===== config.mk =====
export PLATFORM = sky130hd
export DESIGN_NAME = serial_adder_ctrl
export DESIGN_NICKNAME = d
export VERILOG_FILES = /design/src/rtl/serial_adder_ctrl.sv
export SDC_FILE = /design/constraint.sdc
export NUM_CORES = 1
export LEC_CHECK = 0
export BUFFER_PORTS_ARGS = -buffer_cell sky130_fd_sc_hd__buf_2
export CORE_ASPECT_RATIO = 0.8
export CORE_MARGIN = 2
export CORE_UTILIZATION = 45
export DETAILED_ROUTE_END_ITERATION = 10
export HOLD_SLACK_MARGIN = 0.03
export PLACE_DENSITY = 0.77
export SLEW_MARGIN = 30
export SYNTH_ARGS = -nofsm -noshare
export SYNTH_HDL_FRONTEND = slang
export SYNTH_SLANG_ARGS = --single-unit

===== constraint.sdc =====
create_clock -name clk -period 1.8 [get_ports clk]
set_input_delay 0.18 -clock clk [delete_from_list [all_inputs] [get_ports clk]]
set_output_delay 0.18 -clock clk [all_outputs]
set_load 0.02 [all_outputs]

===== src/rtl/serial_adder_ctrl.sv =====
// Bit-serial add sequencer: feeds an external 1-bit full-adder cell LSB first,
// one bit per clock, and collects the sum, final carry and signed overflow.
module serial_adder_ctrl #(
  parameter int WIDTH = 8,
  parameter int CNT_W = 6
) (
  input  logic             clk,
  input  logic             rst_n,
  input  logic             start,
  input  logic [WIDTH-1:0] A,
  input  logic [WIDTH-1:0] B,
  input  logic             Ci,
  output logic             bit_a,
  output logic             bit_b,
  output logic             bit_ci,
  input  logic             bit_f,
  input  logic             bit_co,
  output logic             busy,
  output logic             done,
  output logic [WIDTH-1:0] F,
  output logic             Co,
  output logic             OV
);

  // Handshake: start is a request honoured only in IDLE; busy is high for the
  // WIDTH RUN cycles; done is a single-cycle pulse during which F/Co/OV are valid.
  typedef enum logic [1:0] {
    IDLE = 2'd0,
    RUN  = 2'd1,
    DONE = 2'd2
  } state_t;

  state_t           state, state_nxt;
  logic [WIDTH-1:0] a_sh, b_sh, sum_sh;
  logic             c_reg;
  logic [CNT_W-1:0] cnt;
  logic             last_bit;

  assign last_bit = (cnt == CNT_W'(WIDTH - 1));

  always_ff @(posedge clk or negedge rst_n) begin
    if (!rst_n) state <= IDLE;
    else        state <= state_nxt;
  end

  always_comb begin
    state_nxt = state;
    busy      = 1'b0;
    done      = 1'b0;
    bit_a     = 1'b0;
    bit_b     = 1'b0;
    bit_ci    = 1'b0;
    case (state)
      IDLE: if (start) state_nxt = RUN;
      RUN: begin
        busy   = 1'b1;
        bit_a  = a_sh[0];
        bit_b  = b_sh[0];
        bit_ci = c_reg;
        if (last_bit) state_nxt = DONE;
      end
      DONE: begin
        done      = 1'b1;
        state_nxt = IDLE;
      end
      default: state_nxt = IDLE;
    endcase
  end

  always_ff @(posedge clk or negedge rst_n) begin
    if (!rst_n) begin
      a_sh   <= '0;
      b_sh   <= '0;
      sum_sh <= '0;
      c_reg  <= 1'b0;
      cnt    <= '0;
      F      <= '0;
      Co     <= 1'b0;
      OV     <= 1'b0;
    end else begin
      case (state)
        IDLE: if (start) begin
          a_sh   <= A;
          b_sh   <= B;
          c_reg  <= Ci;
          cnt    <= '0;
          sum_sh <= '0;
        end
        RUN: begin
          sum_sh <= {bit_f, sum_sh[WIDTH-1:1]};
          c_reg  <= bit_co;
          a_sh   <= {1'b0, a_sh[WIDTH-1:1]};
          b_sh   <= {1'b0, b_sh[WIDTH-1:1]};
          cnt    <= cnt + CNT_W'(1);
          // Results update only on the final bit so F/Co/OV never show partial sums.
          if (last_bit) begin
            F  <= {bit_f, sum_sh[WIDTH-1:1]};
            Co <= bit_co;
            OV <= bit_ci ^ bit_co;
          end
        end
        default: ;
      endcase
    end
  end

endmodule


==> flow_metrics.py <==
metrics = {
    "run_status": {
        "status": "complete, no violations",
    },
    "worst_setup_path": {
        "worst-path-max-fanout": 22,
        "criticalPathCategory": "register to output pin",
        "worst_path_max_delay_cell": "dfrtp_1",
        "critPathMaxStageDelay_ns": 0.40,
        "crit_family": "buffers and inverters",
        "arrival_ns": 1.51,
        "worst-path-buf-inv": 3,
        "crit_chain": "nand2b_2, inv_2, buf_6, and2_1, buf_2",
        "start_kind": "register",
        "reg2reg_slack_ns": 0.23,
        "worstSetupEndpointType": "output pin",
        "required_ns": 1.62,
    },
    "synth": {
        "syn_nets": 184,
        "ys_warn_count": 0,
        "yosysUniqueCellTypes": 29,
        "synthCells": 161,
        "synth_area_per_cell_um2": 11.68,
        "synth_seq_cells": 42,
        "ys_seq_area_share_pct": 55.89,
        "syn_area_mm2": 0.001881,
    },
    "place": {
        "io_buffers": 36,
        "finalWeightedCongestion": 0.8597,
        "dp_cells": 247,
        "dp_hpwl_um": 2391,
    },
    "pwr": {
        "leakagePower_nw": 1.070,
        "power_frac_seq_pct": 44.4,
        "intPower_w": 0.002256,
        "power_frac_clock_pct": 17.4,
        "powerDensity_mw_per_mm2": 1628,
        "ir_drop_uv": 564.4,
        "switchingPower_w": 0.001366,
        "power_frac_comb_pct": 38.2,
        "swShare_pct": 37.71,
        "p_total_w": 0.003622,
    },
    "timing": {
        "fin_setup_tns_ns": 0,
        "fin_crit_ns": 1.689,
        "setup_violations": 0,
        "slew_viol_final": 0,
        "slew_headroom_pct": 61.26,
        "max_freq_ghz": 0.5920,
        "finClkSkew_ns": 0.009863,
        "grt_setup_unrepaired": "no",
        "hold_viol_final": 0,
        "hold_ws_ns": 0.08825,
        "fin_crit_sh_pct": 93.84,
        "tightest_slew_ns": 0.5799,
    },
    "clocking": {
        "clk_pin_slew_ns": 0.09,
        "cts_made_buffers": 5,
        "cts_tree": "done",
        "htreeDepth": 2,
        "ctsLongestPathBuffers": 2,
        "worstSkewPairLatency_ns": 0.30,
        "root_buffer": "clkbuf_8",
        "post-cts-setup-buffers": 0,
        "numClockSinks": 42,
    },
    "floorplan": {
        "die_area_mm2": 0.004715,
        "core_mm2": 0.003904,
        "die_y_um": 61.82,
        "ios": 37,
        "start_util_pct": 48.17,
        "fp.dieW_um": 76.28,
        "num_rows": 20,
    },
    "drt": {
        "viasPerCell": 5.285,
        "drc": 0,
        "drt_iter0_markers": 127,
        "wl_per_cell_um": 14.20,
        "wirelength_um": 3634,
        "num_vias": 1353,
        "dr.pass1.iters": 4,
        "drtAntennaViolNets": 0,
    },
    "run": {
        "drv_cap": 0,
    },
    "global_route": {
        "antenna_found_initial": 0,
        "grt-ovfl-total": 0,
        "grt_pass1_wl_um": 5899,
        "grt_pass1_vias": 1268,
        "track_usage_pct": 16.53,
        "grt_max_degree": 24,
    },
    "final_layout": {
        "n_antenna_cell": 0,
        "fillers": 358,
        "final_core_util_pct": 56.99,
        "area_growth_pct": 18.30,
        "nNetsFinal": 223,
        "top_regs": "F: 8 flops, a_sh: 8 flops, b_sh: 8 flops",
        "drive_gt1_share_pct": 32.34,
        "fin_cells": 256,
    },
    "worst_hold_path": {
        "min_path_type": "primary input to register",
    },
}
[worst reg2reg max path: cells and delay by family, from the launching register on]
kind,cells,cell delay [ns]
mux,1,0.36
flops,1,0.42
simple gates,2,0.68
[logic make-up (layout without fill, tap and decap cells)]
logic type	Yosys count	count (layout)	synth area share (%)
AOI/OAI and AO/OA	53	53	18.16
DFF	42	42	55.89
and+or+nand+nor	39	39	12.24
muxes	12	12	8.849
buffers and inverters	12	52	3.260
xor gates and xnor gates	2	2	0.9316
adders and majority gates	1	1	0.6652
[power by group through the flow]
stage	combinational [W]	sequential, W	clock [W]
floorplan	0.000879	0.00170	0
global placement	0.00134	0.00161	0
detailed placement	0.00138	0.00162	0
CTS	0.00138	0.00161	0.000645
global route	0.00152	0.00166	0.000686
finish	0.00138	0.00161	0.000630
[cell usage in the layout (no fill, tap or decap), types with 2 or more instances in the layout]
master / instances
mux2_4: 9
clkbuf_8: 5
nor2b_1: 5
a21oi_1: 9
dfrtp_1: 42
and2_1: 3
xor2_1: 2
mux2i_1: 2
buf_2: 36
o21ai_0: 19
nand2_1: 14
buf_4: 5
nand4_1: 2
and3b_1: 2
a22o_1: 10
and2b_1: 6
a22oi_1: 13
[synth_stat cells]
library cell  instances  area [µm²]
mux2_2                1       11.26
o21ai_0              19       95.09
dfrtp_1              42        1051
and2b_1               6       45.04
mux2i_1               2       20.02
nand2b_2              1       8.760
nor3_1                1       5.000
nand3_1               1       5.000
xor2_1                2       17.52
a22oi_1              13       97.59
nand4_1               2       12.51
and2_1                3       18.77
inv_2                 1       3.750
clkbuf_1              6       22.52
a21oi_1               9       45.04
and3b_1               2       17.52
or3b_2                1       8.760
o21bai_1              1       7.510
and4_4                1       11.26
a31o_2                1       8.760
a22o_1               10       87.58
nor3b_1               1       7.510
ha_1                  1       12.51
buf_8                 1       15.01
mux2_4                9       135.1
nand2_1              14       52.55
nor2b_1               5       31.28
and3_1                1       6.260
buf_2                 4       20.02
[final timing paths]
| kind | cells after the start | from | end |
|---|---|---|---|
| setup reg to reg | 3 | cnt[3] | F[6] |
| hold reg to reg | 1 | cnt[5] | cnt[5] |
| min in group asynchronous | 2 | rst_n | b_sh[7] |
| max in group asynchronous | 3 | rst_n | a_sh[7] |
| hold / removal | 2 | B[7] | b_sh[7] |
| setup / recovery | 5 | state[1] | bit_b |
[final cells by class]
class / count / area (µm²) / area share, %
inverters: 1 / 3.754 / 0.1687
flip-flops and latches: 42 / 1051 / 47.24
multi-input cells: 107 / 768.2 / 34.53
repair buffers: 43 / 239.0 / 10.74
clock inverters: 3 / 25.02 / 1.125
clock buffers: 5 / 68.82 / 3.093
well taps: 55 / 68.82 / 3.093
[layer usage]
| metal | track usage (%) | vias up | part of all wire, % | routed length [µm] |
|---|---|---|---|---|
| li1 | - | 657 | - | - |
| met1 | 21.12 | 659 | 48 | 1736 |
| met2 | 27.43 | 32 | 46 | 1662 |
| met3 | 4.191 | 5 | 4.9 | 179 |
| met4 | 8.052 | 0 | 1.5 | 55 |
| met5 | 0 | - | 0 | 0 |
[through the flow]
step	instance area [µm²]	worst slack, ns
after detailed placement	2117	0.2500
after floorplan	1881	0.3096
after global routing	2225	0.04622
after CTS	2221	0.04853
final	2225	0.1108
after global placement	2117	0.2965
[timing repair]
action / in CTS / in global routing
endpoints found under the setup margin: 0 / 3
hold buffers: 1 / 0
resized for setup: 0 / 1
endpoints found under the hold margin: 12 / 0
Power figures use the tool's default switching activity.
